$ cat config.mk
export PLATFORM = sky130hd
export DESIGN_NAME = utmi_tx_sched
export DESIGN_NICKNAME = d
export VERILOG_FILES = /design/src/rtl/utmi_pkg.sv /design/src/rtl/utmi_rr_pick.sv /design/src/rtl/utmi_tx_sched.sv
export SDC_FILE = /design/constraint.sdc
export NUM_CORES = 1
export LEC_CHECK = 0
export ABC_CLOCK_PERIOD_IN_PS = 5400
export BUFFER_PORTS_ARGS = -buffer_cell sky130_fd_sc_hd__buf_4
export CAP_MARGIN = 20
export CORE_MARGIN = 2
export CORE_UTILIZATION = 39
export CTS_BUF_LIST = sky130_fd_sc_hd__clkbuf_16
export DETAILED_ROUTE_END_ITERATION = 8
export GPL_ROUTABILITY_DRIVEN = 0
export PLACE_DENSITY = 0.66
export SKIP_CTS_REPAIR_TIMING = 1
export SLEW_MARGIN = 15
export SYNTH_ARGS = -nofsm -noshare
export SYNTH_HDL_FRONTEND = slang
export SYNTH_SLANG_ARGS = --single-unit
$ cat constraint.sdc
create_clock -name clk -period 5.4 [get_ports clk]
set_input_delay 0 -clock clk [delete_from_list [all_inputs] [get_ports clk]]
set_output_delay 0 -clock clk [all_outputs]
set_load 0.02 [all_outputs]
$ cat src/rtl/utmi_pkg.sv
// Shared types and defaults for the UTMI transmit scheduler.
package utmi_pkg;

  localparam int unsigned BYTE_W         = 8;
  localparam int unsigned DEF_TURNAROUND = 8;
  localparam int unsigned DEF_IPG        = 4;

  typedef enum logic [1:0] {
    ST_IDLE = 2'd0,
    ST_SEND = 2'd1,
    ST_GAP  = 2'd2
  } state_t;

  // Bits needed to hold 0..max_val, never less than one.
  function automatic int unsigned cnt_w(input int unsigned max_val);
    return (max_val < 2) ? 1 : $clog2(max_val + 1);
  endfunction

endpackage

$ cat src/rtl/utmi_rr_pick.sv
// Combinational round-robin select: first requester at or after ptr_i, wrapping.
module utmi_rr_pick
  import utmi_pkg::*;
#(
  parameter int unsigned NUM_REQ = 4,
  parameter int unsigned PTR_W   = 2
) (
  input  logic [NUM_REQ-1:0] req_i,
  input  logic [PTR_W-1:0]   ptr_i,
  output logic [NUM_REQ-1:0] grant_o,
  output logic [PTR_W-1:0]   idx_o
);

  logic        found;
  int unsigned pos;

  always_comb begin
    grant_o = '0;
    idx_o   = '0;
    found   = 1'b0;
    pos     = 0;
    for (int unsigned k = 0; k < NUM_REQ; k++) begin
      pos = 32'(ptr_i) + k;
      if (pos >= NUM_REQ) begin
        pos = pos - NUM_REQ;
      end
      if (!found && req_i[PTR_W'(pos)]) begin
        found                  = 1'b1;
        grant_o[PTR_W'(pos)]   = 1'b1;
        idx_o                  = PTR_W'(pos);
      end
    end
  end

endmodule

$ cat src/rtl/utmi_tx_sched.sv
// Round-robin owner of the UTMI TX path with RX turnaround and inter-packet gap.
// Define UTMI_TX_WDOG_EN to abort packets that reach MAX_LEN bytes without a last byte.
module utmi_tx_sched
  import utmi_pkg::*;
#(
  parameter int unsigned NUM_REQ    = 4,
  parameter int unsigned TURNAROUND = DEF_TURNAROUND,
  parameter int unsigned IPG        = DEF_IPG,
  parameter int unsigned MAX_LEN    = 64
) (
  input  logic                      clk,
  input  logic                      rst,
  input  logic [NUM_REQ-1:0]        req_valid_i,
  input  logic [BYTE_W*NUM_REQ-1:0] req_data_i,
  input  logic [NUM_REQ-1:0]        req_last_i,
  output logic [NUM_REQ-1:0]        req_ready_o,
  output logic                      tx_valid_o,
  output logic [BYTE_W-1:0]         tx_data_o,
  input  logic                      tx_ready_i,
  input  logic                      rx_active_i,
  output logic [NUM_REQ-1:0]        grant_o,
  output logic                      busy_o,
  output logic                      pkt_done_o,
  output logic                      tx_abort_o
);

  localparam int unsigned PTR_W  = cnt_w(NUM_REQ - 1);
  localparam int unsigned TURN_W = cnt_w(TURNAROUND);
  localparam int unsigned GAP_W  = cnt_w(IPG);

  state_t              state_q;
  logic [PTR_W-1:0]    ptr_q;
  logic [PTR_W-1:0]    ptr_d;
  logic [PTR_W-1:0]    gidx_q;
  logic [NUM_REQ-1:0]  grant_q;
  logic [TURN_W-1:0]   turn_q;
  logic [TURN_W-1:0]   turn_d;
  logic [GAP_W-1:0]    gap_q;

  logic [NUM_REQ-1:0]  pick_grant;
  logic [PTR_W-1:0]    pick_idx;
  logic [BYTE_W-1:0]   req_byte [NUM_REQ];

  logic sending;
  logic g_valid;
  logic g_last;
  logic accept;
  logic underrun;
  logic wdog_trip;
  logic pkt_end;
  logic grant_ok;
  logic gap_last;

  for (genvar i = 0; i < NUM_REQ; i++) begin : g_unpack
    assign req_byte[i] = req_data_i[i*BYTE_W +: BYTE_W];
  end

  utmi_rr_pick #(
    .NUM_REQ (NUM_REQ),
    .PTR_W   (PTR_W)
  ) u_pick (
    .req_i   (req_valid_i),
    .ptr_i   (ptr_q),
    .grant_o (pick_grant),
    .idx_o   (pick_idx)
  );

  // The granted source is passed straight through so its handshake sees TX_READY directly.
  assign sending     = (state_q == ST_SEND);
  assign g_valid     = req_valid_i[gidx_q];
  assign g_last      = req_last_i[gidx_q];
  assign tx_valid_o  = sending & g_valid;
  assign tx_data_o   = tx_valid_o ? req_byte[gidx_q] : '0;
  assign req_ready_o = (sending & tx_ready_i) ? grant_q : '0;
  assign accept      = tx_valid_o & tx_ready_i;
  assign underrun    = sending & tx_ready_i & ~g_valid;
  assign pkt_done_o  = accept & g_last;
  assign tx_abort_o  = underrun | wdog_trip;
  assign pkt_end     = pkt_done_o | tx_abort_o;
  assign grant_o     = grant_q;
  assign busy_o      = (state_q != ST_IDLE);

  assign grant_ok = ~rx_active_i & (turn_q == '0) & (|req_valid_i);
  assign gap_last = (32'(gap_q) + 32'd1 >= IPG);
  assign ptr_d    = (gidx_q == PTR_W'(NUM_REQ - 1)) ? '0 : gidx_q + PTR_W'(1);

  always_comb begin
    turn_d = turn_q;
    if (rx_active_i) begin
      turn_d = TURN_W'(TURNAROUND);
    end else if (turn_q != '0) begin
      turn_d = turn_q - TURN_W'(1);
    end
  end

`ifdef UTMI_TX_WDOG_EN
  localparam int unsigned LEN_W = cnt_w(MAX_LEN);

  logic [LEN_W-1:0] byte_q;

  assign wdog_trip = accept & ~g_last & (32'(byte_q) + 32'd1 >= MAX_LEN);

  always_ff @(posedge clk) begin
    if (rst) begin
      byte_q <= '0;
    end else if (!sending) begin
      byte_q <= '0;
    end else if (accept) begin
      byte_q <= byte_q + LEN_W'(1);
    end
  end
`else
  assign wdog_trip = 1'b0;

  // MAX_LEN has no effect without the watchdog.
  if (MAX_LEN == 0) begin : g_no_len_limit
  end
`endif

  always_ff @(posedge clk) begin
    if (rst) begin
      state_q <= ST_IDLE;
      ptr_q   <= '0;
      gidx_q  <= '0;
      grant_q <= '0;
      turn_q  <= '0;
      gap_q   <= '0;
    end else begin
      turn_q <= turn_d;
      case (state_q)
        ST_IDLE: begin
          if (grant_ok) begin
            grant_q <= pick_grant;
            gidx_q  <= pick_idx;
            state_q <= ST_SEND;
          end
        end
        ST_SEND: begin
          if (pkt_end) begin
            grant_q <= '0;
            ptr_q   <= ptr_d;
            gap_q   <= '0;
            state_q <= (IPG == 0) ? ST_IDLE : ST_GAP;
          end
        end
        ST_GAP: begin
          if (gap_last) begin
            gap_q   <= '0;
            state_q <= ST_IDLE;
          end else begin
            gap_q <= gap_q + GAP_W'(1);
          end
        end
        default: state_q <= ST_IDLE;
      endcase
    end
  end

endmodule
Word-level counts from Yosys, hierarchy flattened
Index checks and enable logic that the tools add are counted.
{"block": "word_totals", "reg_bits": 17, "inputBits": 44}
{"block": "op_classes", "add_sub_neg": 11, "order_cmp": 15, "eq_ne": 6, "muxes": 53, "bitwise_logic": 14, "n_reduce_logical": 24}
{"cell": "$mux 4", "n": 9}
{"cell": "$mux 2", "n": 12}
{"cell": "$mux 8", "n": 3}
{"cell": "$bmux 8 s2", "n": 1}
{"cell": "$lt 2x3->1 const B", "n": 5}
{"cell": "$mux 1", "n": 13}
{"cell": "$bmux 1 s2", "n": 6}
{"cell": "$ge 3x3->1 const B", "n": 4}
{"cell": "$or 4x4->4", "n": 3}
{"cell": "$demux 1 s2", "n": 4}
{"cell": "$ge 2x1->1 const B", "n": 4}
{"cell": "$pmux 4 s2", "n": 1}
{"cell": "$reduce_bool 2->1", "n": 4}
{"cell": "$sub 2x1->2 const B", "n": 4}
{"cell": "$and 1x1->1", "n": 7}
{"cell": "$logic_and 1x1->1", "n": 7}
{"cell": "$add 2x2->3 const B", "n": 2}
{"cell": "$mux 3", "n": 2}
{"cell": "$pmux 2 s3", "n": 1}
{"cell": "$pmux 3 s2", "n": 1}
{"cell": "$reduce_and 2->1", "n": 3}
{"cell": "$reduce_and 3->1", "n": 2}
{"cell": "$add 3x1->4 const B", "n": 1}
{"cell": "$eq 2x2->1 const B", "n": 2}
{"cell": "18 further kinds", "n": 22}

Depth between registers and ports, before layout
{"block": "depth", "depth_word": 16, "ltp_mapped": 9, "mapped_depth_nobuf": 6}

Modules after synthesis
A second synthesis with hierarchy kept.
{"block": "hier_totals", "hier_cells": 184, "hier_area_um2": 1697.9}
{"mod": "utmi_tx_sched", "instances": 1, "cells_each": 119, "area_per_inst_um2": 1208.7, "seq_area_each_um2": 340.3}
{"mod": "utmi_rr_pick", "instances": 1, "cells_each": 65, "area_per_inst_um2": 489.2, "seq_area_each_um2": 0.0}

Worst setup path before layout
No wires, ideal clock.
{"block": "synth_timing", "path_kind": "flip-flop to flip-flop", "startpoint": "reg ptr_q[0]", "endpoint": "reg gidx_q[0]", "setup_ns": 0.122, "arrival_time_ns": 2.359, "t_required_ns": 5.278, "path_slack_ns": 2.920, "path_stages_with_launch": 9, "n_path_buf": 3, "cell_sequence": "dfxtp_1 -> buf_2 -> clkbuf_1 -> inv_1 -> ha_1 -> clkbuf_1 -> mux2_2 -> a211oi_1 -> o41ai_2"}
{"block": "synth_between", "elab_chain_cells": 14}
{"element": "start: declaration", "line_no": "utmi_tx_sched.sv:32", "text": "logic [PTR_W-1:0] ptr_q;"}
{"element": "start signal: assignment", "line_no": "utmi_tx_sched.sv:141", "text": "ptr_q <= ptr_d;"}
{"element": "parallel branches: the longest is 13 deep, another holds $add 2x1->3"}
{"element": "$mux 2 *", "line_no": "utmi_rr_pick.sv:27", "text": "if (!found && req_i[PTR_W'(pos)]) begin"}
{"element": "end signal: assignment", "line_no": "utmi_tx_sched.sv:134", "text": "gidx_q <= pick_idx;"}
{"element": "end: declaration", "line_no": "utmi_tx_sched.sv:34", "text": "logic [PTR_W-1:0] gidx_q;"}
Every way passes the cells marked *. The select of a mux whose other input is x is not followed.
A chain may end at the register's enable or synchronous reset.

Final worst setup path
{"block": "layout_timing", "startpoint": "reg ptr_q[0]", "endpoint": "reg grant_q[3] (netlist: grant_o[3])"}
{"block": "layout_between", "elab_chain_cells": 16}
{"element": "parallel branches: the longest is 13 deep, another holds $add 2x1->3"}
{"element": "$mux 4 *", "line_no": "utmi_rr_pick.sv:27"}
{"element": "$mux 4 *", "line_no": "utmi_tx_sched.sv:132", "text": "if (grant_ok) begin"}
{"element": "$pmux 4 s2 *", "line_no": "utmi_tx_sched.sv:130", "text": "case (state_q)"}
{"element": "end signal: assignment", "line_no": "utmi_tx_sched.sv:133", "text": "grant_q <= pick_grant;"}
{"element": "end: declaration", "line_no": "utmi_tx_sched.sv:35", "text": "logic [NUM_REQ-1:0] grant_q;"}
Marked as above.

==> reports/results.tsv <==
metric	value	unit
coreArea	4060	um^2
grt_pass1_wl	7.89	mm
layout.cells.non_filler	288	
synth-seq-cells	17	
die_height	69.5	um
synth_area_per_cell	9.05	um^2
dp_hpwl	3.51	mm
syn_nets	240	
routedWlPerCell	15.9	um
min_path_cells	2	
async_reset_ff_share	0	%
synth_ff_type	dfxtp_1	
placed_cells	283	
reg2regPathDepth	6	
required	5520	ps
regArea	340	um^2
finalCritPeriodShare	54.5	%
num_rows	23	
slew_viol_final	0	
drt-initial-drc-count	56	
firstDrtPassIters	4	
multi_input_area	1230	um^2
root_buffer	clkbuf_16	
fin_crit	2940	ps
yosys_warnings	0	
power	0.506	mW
crit_path_end_kind	flop	
hold_slack	26.3	ps
syn-cell-area	1670	um^2
grtUsageTotal	19.6	%
wl	4.57	mm
relSlewSlack	36.2	%
pin_count	64	
vias_per_cell	5.70	
synth.distinct_cells	48	
gr-total-overflow	0	
final_cell_mix	63 x buf_4, 17 x dfxtp_1, 14 x and3_1	
synth_seq_area_share	20.3	%
ant_nets	0	
r2r-start	ptr_q[0]	
ctsLongestPathBuffers	2	
die_x	69.5	um
crit_fanout	19	
area_growth	33.1	%
grt_max_degree	20	
cp_data_arrival_time	3060	ps
setup_slack	2460	ps
synthCells	185	
drv_cap	0	
fillers	382	
worstMarginPinSlew	955	ps
dp_slack	2500	ps
die-area	4830	um^2
finalHoldViolations	0	
ir_drop	101	uV
setup_viol	0	
hp-class	in -> reg	
crit_start	ptr_q[0]	
final_area	2230	um^2
grt_pass1_vias	1619	
clock_latency	250	ps
p_per_area	227	nW/um^2
drive_gt1_share	36.6	%
cts_made_buffers	3	
port_buffers	63	
num_vias	1641	
nets	294	
max_freq	340	MHz
final_core_util	54.9	%
cts_sinks	17	
initial_utilization	41.3	%
leakage	0.973	nW
hold_path_startpoint	rst	
finalSetupTns	0	ps
grt_antenna_before_repair	0	
layout_commonest_cell	buf_4	
placed_area	2140	um^2
n_antenna_cell	0	
startpoint_type	flop	
status	completed	
crit_type	reg -> reg	
synth_edf_count	0	
fin_skew	2.43	ps
rsz0062_at_grt	no	
clk_pin_slew	50	ps
cts_tree	done	
drc	0	
htreeDepth	1	
[final timing paths]
check,to,slack (ps)
setup / recovery,grant_o[3],2460
setup reg to reg,grant_o[3],2460
hold reg to reg,grant_o[3],510
hold / removal,ptr_q[0],30
[registers in the layout, indices dropped and copies added, names as in the netlist]
register / cells
turn_q: 4
state_q: 2
gap_q: 3
ptr_q: 2
gidx_q: 2
grant_o: 4
[where the power goes]
part           internal, mW  switching (mW)
combinational         0.100          0.0963
sequential            0.139          0.0219
clock                0.0991          0.0496
[cell families after synthesis]
logic type / after synthesis / share of synthesized area, %
multiplexers: 17 / 20.0
flip-flops: 17 / 20.3
buffers and inverters: 24 / 6.28
adder cells (fa/ha/maj): 11 / 8.22
AND/OR/NAND/NOR: 69 / 24.8
AO/OA/AOI/OAI: 45 / 19.3
XOR/XNOR: 2 / 1.05
[synth_stat cells, types with 2 or more instances]
cell type,instances,share of area [%]
dfxtp_1,17,20
and3_1,14,5.2
mux4_2,13,17
ha_1,11,8.2
inv_1,9,2.0
nor2_1,9,2.0
a21oi_1,8,2.4
clkbuf_1,8,1.8
nor2b_1,7,2.6
buf_2,6,1.8
nor3_1,6,1.8
o21ai_0,6,1.8
nand3_1,5,1.5
a221oi_1,4,2.1
nand2_1,4,0.90
nand3b_1,4,1.8
o211ai_1,4,1.8
o31ai_1,4,1.8
a211oi_1,3,1.3
a311oi_1,3,1.6
nand2b_1,3,1.1
nor3b_1,3,1.3
o21a_1,3,1.3
or3_1,3,1.1
a31oi_1,2,0.75
mux2_2,2,1.3
mux2i_1,2,1.2
or3b_1,2,1.0
[per-layer routing]
metal,track usage [%],vias to the layer above,wire length (um)
met5,0,-,0
met4,5.88,0,61
met3,2.18,8,107
met2,32.9,31,2320
met1,26.4,777,2080
li1,-,825,-
[area by class of cell]
class	instances	share of cell area, %
multi-input combinational	144	55.1
timing repair buffer	64	21.7
sequential	17	15.3
clock buffer	3	3.37
tap	50	2.81
inverter	9	1.52
clock inverter	1	0.225
[worst max-delay path: stages, from the launching register on]
cell and delay [ps]:
dfxtp_1 770, inv_1 270, ha_1 640, mux4_2 540
nor2b_1 180, a221oi_1 270, a311oi_1 130
(Power assumes the default switching activity.)
